$ cat src/rtl/mc_ctrl_pkg.sv
// Purpose : shared encodings for the miniRV multi-cycle control unit (states, classes, ALU ops, selects).
// Latency : n/a (types, constants and pure decode helpers only).
// Backpressure: n/a.
package mc_ctrl_pkg;

  typedef enum logic [2:0] {
    ST_IF  = 3'd0,
    ST_ID  = 3'd1,
    ST_EX  = 3'd2,
    ST_MEM = 3'd3,
    ST_WB  = 3'd4,
    ST_ERR = 3'd7
  } state_e;

  typedef enum logic [3:0] {
    CL_R, CL_I, CL_LOAD, CL_STORE, CL_BRANCH,
    CL_JAL, CL_JALR, CL_LUI, CL_AUIPC, CL_ILL
  } cls_e;

  localparam logic [6:0] OP_R      = 7'b0110011;
  localparam logic [6:0] OP_I      = 7'b0010011;
  localparam logic [6:0] OP_LOAD   = 7'b0000011;
  localparam logic [6:0] OP_STORE  = 7'b0100011;
  localparam logic [6:0] OP_BRANCH = 7'b1100011;
  localparam logic [6:0] OP_JAL    = 7'b1101111;
  localparam logic [6:0] OP_JALR   = 7'b1100111;
  localparam logic [6:0] OP_LUI    = 7'b0110111;
  localparam logic [6:0] OP_AUIPC  = 7'b0010111;

  localparam logic [3:0] ALU_ADD  = 4'd0;
  localparam logic [3:0] ALU_SUB  = 4'd1;
  localparam logic [3:0] ALU_AND  = 4'd2;
  localparam logic [3:0] ALU_OR   = 4'd3;
  localparam logic [3:0] ALU_XOR  = 4'd4;
  localparam logic [3:0] ALU_SLL  = 4'd5;
  localparam logic [3:0] ALU_SRL  = 4'd6;
  localparam logic [3:0] ALU_SRA  = 4'd7;
  localparam logic [3:0] ALU_SLT  = 4'd8;
  localparam logic [3:0] ALU_SLTU = 4'd9;
  localparam logic [3:0] ALU_EQ   = 4'd10;
  localparam logic [3:0] ALU_NE   = 4'd11;
  localparam logic [3:0] ALU_GE   = 4'd12;
  localparam logic [3:0] ALU_GEU  = 4'd13;

  localparam logic [1:0] NPC_PC4  = 2'd0;
  localparam logic [1:0] NPC_BR   = 2'd1;
  localparam logic [1:0] NPC_JAL  = 2'd2;
  localparam logic [1:0] NPC_JALR = 2'd3;

  localparam logic [1:0] WD_ALU  = 2'd0;
  localparam logic [1:0] WD_DRAM = 2'd1;
  localparam logic [1:0] WD_PC4  = 2'd2;
  localparam logic [1:0] WD_EXT  = 2'd3;

  localparam logic [2:0] SEXT_I = 3'd0;
  localparam logic [2:0] SEXT_S = 3'd1;
  localparam logic [2:0] SEXT_B = 3'd2;
  localparam logic [2:0] SEXT_U = 3'd3;
  localparam logic [2:0] SEXT_J = 3'd4;

  localparam logic ALUA_RD1 = 1'b0;
  localparam logic ALUA_PC  = 1'b1;
  localparam logic ALUB_RD2 = 1'b0;
  localparam logic ALUB_IMM = 1'b1;

  // alt selects SUB over ADD and SRA over SRL (instruction bit 30).
  function automatic logic [3:0] arith_op(input logic [2:0] funct3, input logic alt);
    logic [3:0] op;
    case (funct3)
      3'b000:  op = alt ? ALU_SUB : ALU_ADD;
      3'b001:  op = ALU_SLL;
      3'b010:  op = ALU_SLT;
      3'b011:  op = ALU_SLTU;
      3'b100:  op = ALU_XOR;
      3'b101:  op = alt ? ALU_SRA : ALU_SRL;
      3'b110:  op = ALU_OR;
      default: op = ALU_AND;
    endcase
    return op;
  endfunction

  // Compare ops are chosen so that a flag of 1 always means "taken".
  function automatic logic [3:0] branch_op(input logic [2:0] funct3);
    logic [3:0] op;
    case (funct3)
      3'b001:  op = ALU_NE;
      3'b100:  op = ALU_SLT;
      3'b101:  op = ALU_GE;
      3'b110:  op = ALU_SLTU;
      3'b111:  op = ALU_GEU;
      default: op = ALU_EQ;
    endcase
    return op;
  endfunction

endpackage

$ cat src/rtl/mc_ctrl_decode.sv
// Purpose : combinational instruction decode: opcode/funct3/funct7[5] -> class, alu_op, sext_op, wd_sel.
// Latency : 0 cycles (pure combinational).
// Backpressure: none; output follows inst.
// Ports: inst (instruction register) in; cls, alu_op, sext_op, wd_sel out.
module mc_decode
  import mc_ctrl_pkg::*;
(
  input  logic [31:0] inst,
  output cls_e        cls,
  output logic [3:0]  alu_op,
  output logic [2:0]  sext_op,
  output logic [1:0]  wd_sel
);

  logic [6:0] opcode;
  logic [2:0] funct3;
  logic       f7b;
  logic       unused_inst;

  assign opcode      = inst[6:0];
  assign funct3      = inst[14:12];
  assign f7b         = inst[30];
  assign unused_inst = ^{inst[31], inst[29:15], inst[11:7]};

  always_comb begin
    cls     = CL_ILL;
    alu_op  = ALU_ADD;
    sext_op = SEXT_I;
    wd_sel  = WD_ALU;
    case (opcode)
      OP_R: begin
        cls    = CL_R;
        alu_op = arith_op(funct3, f7b);
      end
      OP_I: begin
        // Only the shift-right immediate honours bit 30; ADDI never becomes SUB.
        cls    = CL_I;
        alu_op = arith_op(funct3, f7b && (funct3 == 3'b101));
      end
      OP_LOAD: begin
        cls    = CL_LOAD;
        wd_sel = WD_DRAM;
      end
      OP_STORE: begin
        cls     = CL_STORE;
        sext_op = SEXT_S;
      end
      OP_BRANCH: begin
        cls     = CL_BRANCH;
        sext_op = SEXT_B;
        alu_op  = branch_op(funct3);
      end
      OP_JAL: begin
        cls     = CL_JAL;
        sext_op = SEXT_J;
        wd_sel  = WD_PC4;
      end
      OP_JALR: begin
        cls    = CL_JALR;
        wd_sel = WD_PC4;
      end
      OP_LUI: begin
        cls     = CL_LUI;
        sext_op = SEXT_U;
        wd_sel  = WD_EXT;
      end
      OP_AUIPC: begin
        cls     = CL_AUIPC;
        sext_op = SEXT_U;
      end
      default: ;
    endcase
  end

endmodule

$ cat src/rtl/mc_ctrl.sv
// Purpose : multi-cycle IF/ID/EX/MEM/WB sequencer for the shared miniRV execute stage, plus retired-instruction counter.
// Latency : 3 cycles branch/LUI, 4 ALU/AUIPC/JAL/JALR/store, 5 load, +1 per memory wait cycle.
// Backpressure: holds IF while imem_ready=0 and MEM while dmem_ready=0; ERR is held until reset.
// Ports: cpu_clk/cpu_rst_n; inst, alu_f, imem_ready, dmem_ready in; fetch/memory handshakes,
//        datapath selects (npc/alua/alub/alu_op/sext/wd), write enables, illegal, instret out.
module mc_ctrl
  import mc_ctrl_pkg::*;
#(
  parameter int INSTRET_W = 32
) (
  input  logic                 cpu_clk,
  input  logic                 cpu_rst_n,
  input  logic [31:0]          inst,
  input  logic                 alu_f,
  input  logic                 imem_ready,
  input  logic                 dmem_ready,
  output logic                 imem_req,
  output logic                 ir_we,
  output logic                 pc_we,
  output logic [1:0]           npc_sel,
  output logic                 alua_sel,
  output logic                 alub_sel,
  output logic [3:0]           alu_op,
  output logic [2:0]           sext_op,
  output logic                 dmem_req,
  output logic                 dmem_we,
  output logic                 rf_we,
  output logic [1:0]           wd_sel,
  output logic                 illegal,
  output logic [INSTRET_W-1:0] instret
);

  state_e               state_q, state_d;
  logic [INSTRET_W-1:0] instret_q, instret_d;
  cls_e                 cls;
  logic [3:0]           dec_alu_op;
  logic [2:0]           dec_sext_op;
  logic [1:0]           dec_wd_sel;
  logic                 if_req;

  mc_decode u_decode (
    .inst    (inst),
    .cls     (cls),
    .alu_op  (dec_alu_op),
    .sext_op (dec_sext_op),
    .wd_sel  (dec_wd_sel)
  );

  always_comb begin
    state_d  = state_q;
    if_req   = 1'b0;
    ir_we    = 1'b0;
    pc_we    = 1'b0;
    npc_sel  = NPC_PC4;
    alua_sel = ALUA_RD1;
    alub_sel = ALUB_RD2;
    alu_op   = ALU_ADD;
    sext_op  = SEXT_I;
    dmem_req = 1'b0;
    dmem_we  = 1'b0;
    rf_we    = 1'b0;
    wd_sel   = WD_ALU;

    if (state_q inside {ST_ID, ST_EX, ST_MEM, ST_WB}) begin
      sext_op = dec_sext_op;
    end
    // ALU controls stay put from EX through WB: MEM needs a stable address and
    // JALR's WB still consumes the rs1+imm result as the next PC.
    if (state_q inside {ST_EX, ST_MEM, ST_WB}) begin
      alua_sel = (cls == CL_AUIPC || cls == CL_JAL) ? ALUA_PC : ALUA_RD1;
      alub_sel = (cls == CL_R || cls == CL_BRANCH) ? ALUB_RD2 : ALUB_IMM;
      alu_op   = dec_alu_op;
    end

    case (state_q)
      ST_IF: begin
        if_req = 1'b1;
        if (imem_ready) begin
          ir_we   = 1'b1;
          state_d = ST_ID;
        end
      end
      ST_ID: begin
        if (cls == CL_ILL)      state_d = ST_ERR;
        else if (cls == CL_LUI) state_d = ST_WB;
        else                    state_d = ST_EX;
      end
      ST_EX: begin
        if (cls == CL_BRANCH) begin
          pc_we   = 1'b1;
          npc_sel = alu_f ? NPC_BR : NPC_PC4;
          state_d = ST_IF;
        end else if (cls == CL_LOAD || cls == CL_STORE) begin
          state_d = ST_MEM;
        end else begin
          state_d = ST_WB;
        end
      end
      ST_MEM: begin
        dmem_req = 1'b1;
        dmem_we  = (cls == CL_STORE);
        if (dmem_ready) begin
          if (cls == CL_STORE) begin
            pc_we   = 1'b1;
            state_d = ST_IF;
          end else begin
            state_d = ST_WB;
          end
        end
      end
      ST_WB: begin
        rf_we   = 1'b1;
        pc_we   = 1'b1;
        wd_sel  = dec_wd_sel;
        npc_sel = (cls == CL_JAL)  ? NPC_JAL  :
                  (cls == CL_JALR) ? NPC_JALR : NPC_PC4;
        state_d = ST_IF;
      end
      ST_ERR: ;
      default: state_d = ST_IF;
    endcase
  end

  // State resets to IF, which would otherwise raise the fetch request while
  // reset is still held; gating keeps every request low during reset.
  assign imem_req  = if_req & cpu_rst_n;
  assign illegal   = (state_q == ST_ERR);
  assign instret   = instret_q;
  assign instret_d = instret_q + {{(INSTRET_W-1){1'b0}}, pc_we};

  always_ff @(posedge cpu_clk or negedge cpu_rst_n) begin
    if (!cpu_rst_n) begin
      state_q   <= ST_IF;
      instret_q <= '0;
    end else begin
      state_q   <= state_d;
      instret_q <= instret_d;
    end
  end

endmodule

$ cat config.mk
export PLATFORM = sky130hd
export DESIGN_NAME = mc_ctrl
export DESIGN_NICKNAME = d
export VERILOG_FILES = /design/src/rtl/mc_ctrl_pkg.sv /design/src/rtl/mc_ctrl_decode.sv /design/src/rtl/mc_ctrl.sv
export SDC_FILE = /design/constraint.sdc
export NUM_CORES = 1
export LEC_CHECK = 0
export ABC_AREA = 1
export CAP_MARGIN = 10
export CORE_ASPECT_RATIO = 0.75
export CORE_UTILIZATION = 40
export CTS_CLUSTER_SIZE = 10
export DETAILED_ROUTE_END_ITERATION = 10
export PLACE_DENSITY = 0.86
export SLEW_MARGIN = 20
export SYNTH_ARGS = -nofsm -noshare
export SYNTH_HDL_FRONTEND = slang
export SYNTH_SLANG_ARGS = --single-unit
$ cat constraint.sdc
create_clock -name cpu_clk -period 2 [get_ports cpu_clk]
set_input_delay 0.6 -clock cpu_clk [delete_from_list [all_inputs] [get_ports cpu_clk]]
set_output_delay 0.6 -clock cpu_clk [all_outputs]
set_load 0.02 [all_outputs]
==> impl_table.tex <==
\begin{tabular}{lr}
\hline
Metric & Value \\
\hline
\multicolumn{2}{l}{\textbf{Flow run}} \\
\quad Max\_cap viols & 0 \\
\multicolumn{2}{l}{\textbf{Route}} \\
\quad Detailed-route via count & 3128 \\
\quad Post-detailed-route DRC marker count & 0 \\
\quad Total length of routed wires & 11070 um \\
\quad DR WL/cell & 20.68 um \\
\quad Average via count per standard cell & 5.847 \\
\quad Number of detailed-route iterations in the first pass & 10 \\
\quad Starting DRT DRC Count & 486 \\
\quad Post-DRT Antenna Nets & 0 \\
\multicolumn{2}{l}{\textbf{Place}} \\
\quad Input/output buffers & 67 \\
\quad Cell Area, Placed & 0.003546 sq mm \\
\quad Final GP Congestion & slightly below 1 \\
\quad Worst Setup Slack post-DPL & -1.291 ns \\
\quad DPL Wire Length & 5800 um \\
\multicolumn{2}{l}{\textbf{Critical path}} \\
\quad Top fanout value on the critical path & 3 \\
\quad WS Path Type & input port to register \\
\quad Critical path's slowest cell & buf\_4 \\
\quad Kind of end point of the critical path & register \\
\quad Flop2flop setup slack & -0.46 ns \\
\quad Worst path arrival time & between 2 and 3 ns \\
\quad Cell chain of the critical path & buf\_8, inv\_4, nand2\_4, buf\_6, nor2\_4, nand2\_4, nor2\_4, nand2\_2, nand3\_4, ha\_4, ha\_4, nand3\_4, nor3\_4, buf\_6, nand4\_1, buf\_4, xor2\_1 \\
\quad Largest stage delay on the critical path & between 0.2 and 0.25 ns \\
\quad Startpoint type of the worst setup path & input port \\
\quad CP required & 2.17 ns \\
\multicolumn{2}{l}{\textbf{Power}} \\
\quad Total power divided by cell area & roughly 730 mW/mm\^{}2 \\
\quad Switching part of the total power & between 40\% and 50\% \\
\quad Worst ir drop on vdd & 637.9 uV \\
\quad Part of the power in the clock network & 18.8\% \\
\quad Sw power & 0.001324 W \\
\quad Combinational power share & 49.2\% \\
\quad Static leakage & 2.479 nW \\
\quad Part of the power in registers & 32.0\% \\
\quad Internal power component & 0.001771 W \\
\multicolumn{2}{l}{\textbf{Floorplanning}} \\
\quad Number of I/O pins & 89 \\
\quad Overall die width & between 80 and 90 um \\
\quad Std-Cell Core Area & 0.005410 sq mm \\
\quad Die extent in y & 67.15 um \\
\quad Die Footprint & 0.005967 sq mm \\
\quad Initial Utilization & between 40\% and 50\% \\
\quad Standard-cell row count & 23 \\
\multicolumn{2}{l}{\textbf{Finish}} \\
\quad Post-layout utilization of the core & 78.01\% \\
\quad Final-layout fill cell count & 328 \\
\quad Multi-input gate area & 0.001643 sq mm \\
\quad Nets & 498 \\
\quad Layout cells sized above 1 & 44.35\% \\
\quad Area growth, synth to finish & 86.46\% \\
\quad Final design instance area without fill & 0.004220 sq mm \\
\quad Area occupied by registers & roughly 880 sq um \\
\quad Number of antenna cells inserted & 0 \\
\quad Most common library cell in the layout ignoring fill and taps & nand2\_1 \\
\quad Leading cell types in the layout, fill and taps excluded & nand2\_1 (60), buf\_4 (55), inv\_1 (35), dfrtp\_1 (35), buf\_6 (34) \\
\multicolumn{2}{l}{\textbf{STA}} \\
\quad Max-slew violation count & 0 \\
\quad Final critical delay including setup and external delays & 2.510 ns \\
\quad Setup Skew & between 0.009 and 0.01 ns \\
\quad Setup slack after layout & -0.5101 ns \\
\quad Setup TNS & -11.74 ns \\
\quad Count of final hold-check violations & 0 \\
\quad Peak clock frequency supported by timing & 398.4 MHz \\
\quad Hold slack & 0.3632 ns \\
\quad Max\_slew headroom & 69.91\% \\
\quad Number of setup violations in the final report & 46 \\
\quad Unrepaired setup endpoints after global routing & true \\
\quad Measured slew at the worst slew-check pin & 0.4479 ns \\
\quad Final worst-path cycle share & 125.5\% \\
\multicolumn{2}{l}{\textbf{Global routing}} \\
\quad Met1 track demand over resource in global routing & 42.38\% \\
\quad Wire length of the first global-routing pass & $\sim$15000 um \\
\quad Antenna violations before repair & 0 \\
\quad Top Usage Layer GRT & met2 \\
\quad Total congestion overflow after global routing & 0 \\
\quad Via count of the first global-routing pass & 2943 \\
\quad Met2 Use GR & 55.58\% \\
\quad Met3 demand-to-capacity share in global routing & 9.046\% \\
\quad Tot GR Track Use & 33.95\% \\
\quad Largest net degree at the start of global routing & 36 \\
\multicolumn{2}{l}{\textbf{Synth}} \\
\quad Yosys warnings & 0 \\
\quad Flip-flop and latch count after synthesis & 35 \\
\quad Cell count after synthesis & 316 \\
\quad Average cell area after synthesis & around 7.2 sq um \\
\quad Number of distinct library cells after synthesis & 24 \\
\quad Net count after synthesis & 355 \\
\quad Netlist Area Pre-Place & 0.002263 sq mm \\
\quad Proportion of synthesized chip area in sequential cells & 38.70\% \\
\multicolumn{2}{l}{\textbf{CTS}} \\
\quad Cts bufs inserted & 5 \\
\quad Clock Latency Late Sink & 0.29 ns \\
\quad Clock root buffer & clkbuf\_8 \\
\quad CTS max path bufs & 2 \\
\quad Number of sinks driven by the clock tree & 35 \\
\quad Clock H-tree levels & 2 \\
\quad Reg clk slew, reported paths & around 0.08 ns \\
\quad TritonCTS clock tree & done \\
\quad Total of hold buffers inserted after clock tree synthesis & 0 \\
\multicolumn{2}{l}{\textbf{Run status}} \\
\quad Violations in the final reports & negative setup slack \\
\quad Outcome & finished, violations left \\
\multicolumn{2}{l}{\textbf{Min path}} \\
\quad Tightest Hold Check Type & input port to asynchronous set/reset pin \\
\hline
\end{tabular}
[Yosys cell counts, drive strengths merged]
cell	n	area, sq um
inv	53	198.9
nand3	19	100.1
ha	2	25.02
nand4	12	75.07
nand2	94	362.8
xor2	21	191.4
nor2	41	177.7
nand3b	3	22.52
a21oi	7	35.03
o211ai	1	7.510
o21ai	5	25.02
xnor2	5	43.79
or2	1	6.260
nor3	17	116.4
dfrtp	35	875.8
[metrics by stage]
step / instances / power (W)
after detailed placement: 509 / 0.002199
after global placement: 509 / 0.002147
after CTS: 527 / 0.002801
final: 535 / 0.003094
after global routing: 535 / 0.003221
after floorplan: 316 / 0.001545
[repair_timing]
| action | 4_1_cts | 5_1_grt |
|---|---|---|
| endpoints found under the setup margin | 54 | 61 |
| gates resized for setup | 207 | 87 |
| buffers inserted | 11 | 15 |
| cloned | 0 | 0 |
| pin swaps | 38 | 28 |
[kinds of logic (layout without fill, tap and decap cells)]
| logic type | count (synthesis) | count (layout) | share of synthesized area [%] |
|---|---|---|---|
| AO/OA/AOI/OAI | 13 | 13 | 2.985 |
| XOR/XNOR | 26 | 26 | 10.39 |
| adder cells (fa/ha/maj) | 2 | 2 | 1.105 |
| buffers and inverters | 53 | 197 | 8.789 |
| flip-flops | 35 | 35 | 38.70 |
| AND/OR/NAND/NOR | 187 | 187 | 38.03 |
[cell type report]
type | instances | area share (%)
inverter | 53 | 5.485
tap | 75 | 2.224
clock buffer | 8 | 2.372
sequential | 35 | 20.75
timing repair buffer | 136 | 30.24
multi-input combinational | 228 | 38.93
[metal layers]
metal / up-vias / part of all wire, %
met4: 0 / 7.3
met2: 289 / 44
met5: - / 0
met3: 115 / 11
met1: 1447 / 37
li1: 1277 / -
[critical path, delay by kind of cell]
family        cells  cell delay [ns]
xor+xnor          1             0.15
fa+ha+maj         2             0.30
buf+inv           5             0.62
simple gates      9             1.01
[state kept, by name, indices dropped and copies added, names as in the netlist]
signal / cells
instret: 32
state_q: 3
[power groups by stage]
stage	combinational [W]	sequential (W)	clock (W)
4_1_cts	0.00127	0.000958	0.000569
2_1_floorplan	0.000502	0.00104	0
5_1_grt	0.00161	0.000999	0.000612
3_3_place_gp	0.00119	0.000959	0
3_5_place_dp	0.00123	0.000965	0
6_report	0.00152	0.000990	0.000582
[path summary, 6_finish.rpt]
path,depth (start not counted),startpoint,to
max in group asynchronous,2,cpu_rst_n,instret[1]
worst min-delay path,2,cpu_rst_n,state_q[0]
min in group cpu_clk,2,instret[31],instret[31]
worst max register to register,13,state_q[2],instret[18]
worst max-delay path,17,inst[4],instret[18]
worst min register to register,2,instret[31],instret[31]
Power figures use the tool's default switching activity.
